--- src/rtl/ram_loader_if.sv ---
// Load-word stream and RAM write-bus signals for ram_loader.
// The master modport is the loader's view: it consumes the load stream and
// masters the RAM write channels. The slave modport is the environment's view.
interface ram_loader_if #(
  parameter int ADDR_WIDTH = 17
);
  logic                  in_valid;
  logic                  in_ready;
  logic [ADDR_WIDTH-1:0] in_addr;
  logic [31:0]           in_data;
  logic                  in_last;

  logic [ADDR_WIDTH-1:0] ext_awaddr;
  logic                  ext_awvalid;
  logic                  ext_awready;
  logic [31:0]           ext_wdata;
  logic                  ext_wvalid;
  logic                  ext_wready;
  logic                  ext_bvalid;
  logic                  ext_bready;

  modport master (
    input  in_valid, in_addr, in_data, in_last,
    output in_ready,
    output ext_awaddr, ext_awvalid,
    input  ext_awready,
    output ext_wdata, ext_wvalid,
    input  ext_wready,
    input  ext_bvalid,
    output ext_bready
  );

  modport slave (
    output in_valid, in_addr, in_data, in_last,
    input  in_ready,
    input  ext_awaddr, ext_awvalid,
    output ext_awready,
    input  ext_wdata, ext_wvalid,
    output ext_wready,
    output ext_bvalid,
    input  ext_bready
  );
endinterface

--- src/rtl/ram_loader.sv ---
// RAM image loader: takes one load word at a time, writes it to RAM over an
// AXI-style AW/W/B channel set, and after the last word holds the CPU in
// reset for RESET_HOLD cycles before releasing it. RUN is terminal.
module ram_loader #(
  parameter int ADDR_WIDTH = 17,
  parameter int DATA_WIDTH = 32,
  parameter int RESET_HOLD = 16
) (
  input  logic         clk,
  input  logic         resetn,
  ram_loader_if.master bus,
  output logic         cpu_resetn,
  output logic         busy,
  output logic         done,
  output logic         misalign_err,
  output logic [15:0]  word_count
);

  typedef enum logic [2:0] {
    IDLE,
    WRITE,
    RESP,
    HOLD,
    RUN
  } state_t;

  // Hold counter starts one below RESET_HOLD so that RUN is reached exactly
  // RESET_HOLD edges after HOLD is entered.
  localparam logic [7:0] HOLD_LOAD = 8'(RESET_HOLD - 1);

  state_t                state_q, state_d;
  logic [ADDR_WIDTH-1:0] addr_q, addr_d;
  logic [DATA_WIDTH-1:0] data_q, data_d;
  logic                  last_q, last_d;
  logic                  awvalid_q, awvalid_d;
  logic                  wvalid_q, wvalid_d;
  logic                  busy_q, busy_d;
  logic                  done_q, done_d;
  logic                  cpu_resetn_q, cpu_resetn_d;
  logic                  misalign_q, misalign_d;
  logic [15:0]           count_q, count_d;
  logic [7:0]            hold_q, hold_d;

  logic                  aw_ok;
  logic                  w_ok;

  // A channel counts as complete once its valid has dropped or it is
  // handshaking this cycle, so AW and W may finish in either order.
  assign aw_ok = !awvalid_q || bus.ext_awready;
  assign w_ok  = !wvalid_q  || bus.ext_wready;

  // Next-state and registered-output decode for the load FSM.
  always_comb begin
    state_d      = state_q;
    addr_d       = addr_q;
    data_d       = data_q;
    last_d       = last_q;
    awvalid_d    = awvalid_q;
    wvalid_d     = wvalid_q;
    misalign_d   = misalign_q;
    count_d      = count_q;
    hold_d       = hold_q;

    case (state_q)
      IDLE: begin
        if (bus.in_valid) begin
          addr_d    = {bus.in_addr[ADDR_WIDTH-1:2], 2'b00};
          data_d    = bus.in_data;
          last_d    = bus.in_last;
          awvalid_d = 1'b1;
          wvalid_d  = 1'b1;
          if (bus.in_addr[1:0] != 2'b00) begin
            misalign_d = 1'b1;
          end
          state_d   = WRITE;
        end
      end
      WRITE: begin
        if (awvalid_q && bus.ext_awready) begin
          awvalid_d = 1'b0;
        end
        if (wvalid_q && bus.ext_wready) begin
          wvalid_d = 1'b0;
        end
        if (aw_ok && w_ok) begin
          state_d = RESP;
        end
      end
      RESP: begin
        if (bus.ext_bvalid) begin
          if (count_q != 16'hFFFF) begin
            count_d = count_q + 16'd1;
          end
          if (last_q) begin
            hold_d  = HOLD_LOAD;
            state_d = HOLD;
          end else begin
            state_d = IDLE;
          end
        end
      end
      HOLD: begin
        if (hold_q == 8'd0) begin
          state_d = RUN;
        end else begin
          hold_d = hold_q - 8'd1;
        end
      end
      RUN: begin
        state_d = RUN;
      end
      default: begin
        state_d = IDLE;
      end
    endcase

    busy_d       = (state_d == WRITE) || (state_d == RESP) || (state_d == HOLD);
    done_d       = (state_d == RUN);
    cpu_resetn_d = (state_d == RUN);
  end

  // State and output registers; reset abandons any in-flight write.
  always_ff @(posedge clk or negedge resetn) begin
    if (!resetn) begin
      state_q      <= IDLE;
      addr_q       <= '0;
      data_q       <= '0;
      last_q       <= 1'b0;
      awvalid_q    <= 1'b0;
      wvalid_q     <= 1'b0;
      busy_q       <= 1'b0;
      done_q       <= 1'b0;
      cpu_resetn_q <= 1'b0;
      misalign_q   <= 1'b0;
      count_q      <= 16'd0;
      hold_q       <= 8'd0;
    end else begin
      state_q      <= state_d;
      addr_q       <= addr_d;
      data_q       <= data_d;
      last_q       <= last_d;
      awvalid_q    <= awvalid_d;
      wvalid_q     <= wvalid_d;
      busy_q       <= busy_d;
      done_q       <= done_d;
      cpu_resetn_q <= cpu_resetn_d;
      misalign_q   <= misalign_d;
      count_q      <= count_d;
      hold_q       <= hold_d;
    end
  end

  assign bus.in_ready    = (state_q == IDLE);
  assign bus.ext_bready  = (state_q == RESP);
  assign bus.ext_awaddr  = addr_q;
  assign bus.ext_awvalid = awvalid_q;
  assign bus.ext_wdata   = data_q;
  assign bus.ext_wvalid  = wvalid_q;

  assign cpu_resetn   = cpu_resetn_q;
  assign busy         = busy_q;
  assign done         = done_q;
  assign misalign_err = misalign_q;
  assign word_count   = count_q;

endmodule

--- src/flat_wrapper.sv ---
// flat-port wrapper written by rule: the top's interface ports become plain ports
module ram_loader_flat 
#(
  parameter int ADDR_WIDTH = 17,
  parameter int DATA_WIDTH = 32,
  parameter int RESET_HOLD = 16
)
  (clk, resetn, cpu_resetn, busy, done, misalign_err, word_count, bus_in_valid, bus_in_addr, bus_in_data, bus_in_last, bus_in_ready, bus_ext_awaddr, bus_ext_awvalid, bus_ext_awready, bus_ext_wdata, bus_ext_wvalid, bus_ext_wready, bus_ext_bvalid, bus_ext_bready);
  ram_loader_if #(.ADDR_WIDTH(ADDR_WIDTH)) bus_i ();
  input  logic clk;
  input  logic resetn;
  output logic cpu_resetn;
  output logic busy;
  output logic done;
  output logic misalign_err;
  output logic [15:0] word_count;
  input wire logic [$bits(bus_i.in_valid)-1:0] bus_in_valid;
  input wire logic [$bits(bus_i.in_addr)-1:0] bus_in_addr;
  input wire logic [$bits(bus_i.in_data)-1:0] bus_in_data;
  input wire logic [$bits(bus_i.in_last)-1:0] bus_in_last;
  output wire logic [$bits(bus_i.in_ready)-1:0] bus_in_ready;
  output wire logic [$bits(bus_i.ext_awaddr)-1:0] bus_ext_awaddr;
  output wire logic [$bits(bus_i.ext_awvalid)-1:0] bus_ext_awvalid;
  input wire logic [$bits(bus_i.ext_awready)-1:0] bus_ext_awready;
  output wire logic [$bits(bus_i.ext_wdata)-1:0] bus_ext_wdata;
  output wire logic [$bits(bus_i.ext_wvalid)-1:0] bus_ext_wvalid;
  input wire logic [$bits(bus_i.ext_wready)-1:0] bus_ext_wready;
  input wire logic [$bits(bus_i.ext_bvalid)-1:0] bus_ext_bvalid;
  output wire logic [$bits(bus_i.ext_bready)-1:0] bus_ext_bready;
  assign bus_i.in_valid = bus_in_valid;
  assign bus_i.in_addr = bus_in_addr;
  assign bus_i.in_data = bus_in_data;
  assign bus_i.in_last = bus_in_last;
  assign bus_in_ready = bus_i.in_ready;
  assign bus_ext_awaddr = bus_i.ext_awaddr;
  assign bus_ext_awvalid = bus_i.ext_awvalid;
  assign bus_i.ext_awready = bus_ext_awready;
  assign bus_ext_wdata = bus_i.ext_wdata;
  assign bus_ext_wvalid = bus_i.ext_wvalid;
  assign bus_i.ext_wready = bus_ext_wready;
  assign bus_i.ext_bvalid = bus_ext_bvalid;
  assign bus_ext_bready = bus_i.ext_bready;
  ram_loader #(.ADDR_WIDTH(ADDR_WIDTH), .DATA_WIDTH(DATA_WIDTH), .RESET_HOLD(RESET_HOLD)) u_core (.clk(clk), .resetn(resetn), .bus(bus_i), .cpu_resetn(cpu_resetn), .busy(busy), .done(done), .misalign_err(misalign_err), .word_count(word_count));
endmodule
--- config.mk ---
export PLATFORM = sky130hd
export DESIGN_NAME = ram_loader_flat
export DESIGN_NICKNAME = d
export VERILOG_FILES = /design/src/rtl/ram_loader_if.sv /design/src/rtl/ram_loader.sv /design/src/flat_wrapper.sv
export SDC_FILE = /design/constraint.sdc
export NUM_CORES = 1
export LEC_CHECK = 0
export ABC_AREA = 1
export BUFFER_PORTS_ARGS = -buffer_cell sky130_fd_sc_hd__clkbuf_2
export CAP_MARGIN = 10
export CORE_MARGIN = 1
export CORE_UTILIZATION = 37
export DETAILED_ROUTE_END_ITERATION = 10
export GPL_TIMING_DRIVEN = 1
export PLACE_DENSITY = 0.7
export SYNTH_ARGS = -nofsm -noshare
export SYNTH_HDL_FRONTEND = slang
export SYNTH_SLANG_ARGS = --single-unit
--- constraint.sdc ---
create_clock -name clk -period 1.55 [get_ports clk]
set_input_delay 0.2325 -clock clk [delete_from_list [all_inputs] [get_ports clk]]
set_output_delay 0.2325 -clock clk [all_outputs]
set_load 0.02 [all_outputs]
==> reports/metrics.csv <==
stage,metric,value,unit
timing,period_share,0.975,
logic_synthesis,synth-xor-area-share,0.0116,
clock_tree,htree_levels,3,
placed_design,hpwl,6760,um
logic_synthesis,yosys_warnings,0,
floorplan,rows,36,
logic_synthesis,yosysTopAreaCell,dfrtp_1,
global_routing,grt_use_total,0.186,
min_path,hp-class,in -> reg,
logic_synthesis,muxShareOfSynthArea,0,
logic_synthesis,async_reset_ff_frac,1.00,
timing,skew,10.6,ps
clock_tree,cts_sinks,80,
logic_synthesis,synth_top_family_by_area,simple AND/OR/NAND/NOR gates,
clock_tree,cts_root_buf,clkbuf_8,
critical_path,reg2reg_depth,8,
global_routing,grt_pass1_vias,3324,
clock_tree,cts_tree,yes,
floorplan,coreArea,9860,um^2
critical_path,r2r_slack,130,ps
critical_path,cp-endpoint,bus_in_ready,
floorplan,die_h,103,um
drt,dr.first_iter.drc_count,135,
placed_design,numPortBuffers,126,
logic_synthesis,syn_area_per_cell,7.95,um^2
finish,syn_to_final_growth,30.9,%
timing,setup_viol,0,
global_routing,overflow,0,
drt,totalWireLength,9310,um
floorplan,ios,129,
logic_synthesis,synth_area,3780,um^2
timing,fin_setup_tns,0,ps
clock_tree,clock_latency,360,ps
logic_synthesis,synth_compound_area_frac,0.0545,
clock_tree,clockBufferDepth,2,
clock_tree,clkSlewWorstSetupHoldPaths,90,ps
finish,diodes,0,
timing,hold_viol,0,
timing,drv_slew,0,
logic_synthesis,ys.flop_type,dfrtp_1,
logic_synthesis,synth_fa_ha_area_frac,0.00661,
global_routing,antenna_found_initial,0,
logic_synthesis,syn_inst,476,
critical_path,critPathArrivalTime,1280,ps
drt,drc,0,
logic_synthesis,synth-edff-count,0,
critical_path,crit_path_start_kind,register,
critical_path,startpoint,u_core.state_q[1],
drt,vias,3485,
critical_path,r2r-start,u_core.word_count[3],
run,max-cap-violations,0,
finish,drive_above_1_share,0.334,
critical_path,r2r-end,u_core.word_count[10],
global_routing,grt_max_degree,51,
drt,viasPerCell,4.58,
logic_synthesis,ys_seq_elements,80,
logic_synthesis,yosys.area_share.simple,0.332,
power,p_leak,2.76,nW
drt,wire_per_inst,12.2,um
finish,nets,681,
logic_synthesis,ys_seq_area_frac,0.529,
power,total_power,9.32,mW
critical_path,cp-end-kind,primary output,
global_routing,grt_pass1_wl,15000,um
logic_synthesis,synth_top_area_frac,0.529,
power,vdd_drop_max,0.00100,V
drt,detail_route.first_pass.iterations,4,
clock_tree,cts_made_buffers,9,
timing,min_period,1510,ps
placed_design,gp_congestion,0.826,
timing,max_freq,662,MHz
drt,ant_nets,0,
logic_synthesis,synthTopCellsByArea,"dfrtp_1, nand2_1, inv_1, nor2_1, nand3_1",
run_status,status,completed,
critical_path,path_max_fanout,4,
floorplan,dieArea,10600,um^2
floorplan,fp.dieW,103,um
power,p_per_area,1880,nW/um^2
floorplan,initial_utilization,0.384,
critical_path,required,1320,ps
critical_path,worstSetupPathType,reg -> out,
logic_synthesis,synth_cell_type_count,28,
final cells by class:
class,instances,area [um^2]
clock inverters,5,56.3
multi-input cells,345,1570
clock buffers,11,131
fillers,952,4910
inverters,36,135
repair buffers,151,892
flip-flops and latches,80,2010
well taps,133,166
what timing repair did:
action                                 4_1_cts  5_1_grt
gates cloned                                 0        0
setup buffers                                1        5
pin swaps                                    0        3
hold buffers                                 1        0
endpoints found under the hold margin       30        0
setup endpoints to repair                    1       25
resized for setup                            2       12
layout by cell type, fill, tap and decap left out:
cell,n
nand2_1,235
clkbuf_2,124
dfrtp_1,74
inv_1,30
nor2_1,24
buf_4,20
nand3_1,16
o21ai_0,14
nand2_2,10
clkbuf_8,9
nor2_2,8
o21ai_2,7
inv_2,6
dfrtp_2,6
nand4_1,5
buf_12,5
nor2_4,4
xor2_1,3
o21bai_1,3
o31ai_1,2
xnor2_1,2
o21ai_1,2
ha_2,2
conb_1,2
clkinv_2,2
clkbuf_1,2
nand3_4,1
o22ai_1,1
a21oi_1,1
nand2_4,1
o21ai_4,1
nand3b_1,1
inv_6,1
clkinvlp_4,1
bufinv_16,1
dlygate4sd3_1,1
buf_6,1
worst min-delay path by stage:
stage                     from                   endpoint  slack, ps  cells after the start
5_1_grt         bus_in_addr[5]   u_core.bus.ext_awaddr[5]         50                      3
3_5_place_dp            resetn      u_core.word_count[11]        220                      1
3_3_place_gp            resetn      u_core.word_count[11]        220                      1
2_1_floorplan           resetn  u_core.bus.ext_awaddr[10]        -60                      0
6_report       bus_in_data[13]   u_core.bus.ext_wdata[13]         60                      3
4_1_cts        bus_in_data[13]   u_core.bus.ext_wdata[13]         40                      3
per-stage QoR:
stage	worst slack (ps)	instance area [um^2]	hold slack, ps	utilization	instances
6_report	38.7	4960	57.0	0.502	761
5_1_grt	-35.3	4960	45.9	0.502	761
4_1_cts	-1.53	4880	43.4	0.494	756
3_5_place_dp	49.3	4670	223	0.473	738
3_3_place_gp	127	4670	222	0.473	738
2_1_floorplan	29.7	3790	-63.1	-	477
cells by family after synthesis:
kind of cell	after synthesis
other	1
DFF	80
adders and majority gates	2
AOI/OAI and AO/OA	31
xor gates and xnor gates	5
and+or+nand+nor	305
buffers and inverters	52
routing by layer:
| metal | routed length [um] | vias to the layer above | share of wire | GRT usage |
|---|---|---|---|---|
| met5 | 0 | - | 0 | 0 |
| met4 | 143 | 0 | 0.015 | 0.0672 |
| met3 | 604 | 15 | 0.065 | 0.0603 |
| met2 | 4340 | 107 | 0.47 | 0.303 |
| met1 | 4220 | 1618 | 0.45 | 0.231 |
| li1 | - | 1745 | - | - |
registers in the layout (all words and copies together), names as in the netlist:
register	count
u_core.state_q	3
u_core.word_count	16
u_core.bus.ext_wdata	32
u_core.hold_q	8
u_core.busy	1
u_core.bus.ext_awvalid	1
u_core.bus.ext_wvalid	1
u_core.last_q	1
u_core.bus.ext_awaddr	15
u_core.misalign_err	1
u_core.done	1
synth_stat cells (2+ instances only):
library cell,number
nand2_1,235
dfrtp_1,80
inv_1,31
nor2_1,27
nand3_1,16
o21ai_0,14
nand2_2,11
o21ai_2,7
buf_4,6
buf_2,5
inv_2,5
nand4_1,5
nor2_2,5
nor2_4,4
buf_6,3
o21bai_1,3
xor2_1,3
clkbuf_1,2
ha_1,2
o21ai_1,2
o31ai_1,2
xnor2_1,2
worst max-delay path: stages (launching register included):
cell and delay, ps:
dfrtp_2 450, nor2_2 120, inv_1 90, nor2_2 140
buf_6 140
power by group:
part           switching, mW  internal, mW  total (mW)  leakage, nW
registers              0.592          2.93        3.52         1.00
clock network          0.767         0.746        1.51       0.0937
logic                   2.78          1.51        4.29         1.66
(Power assumes the default switching activity.)
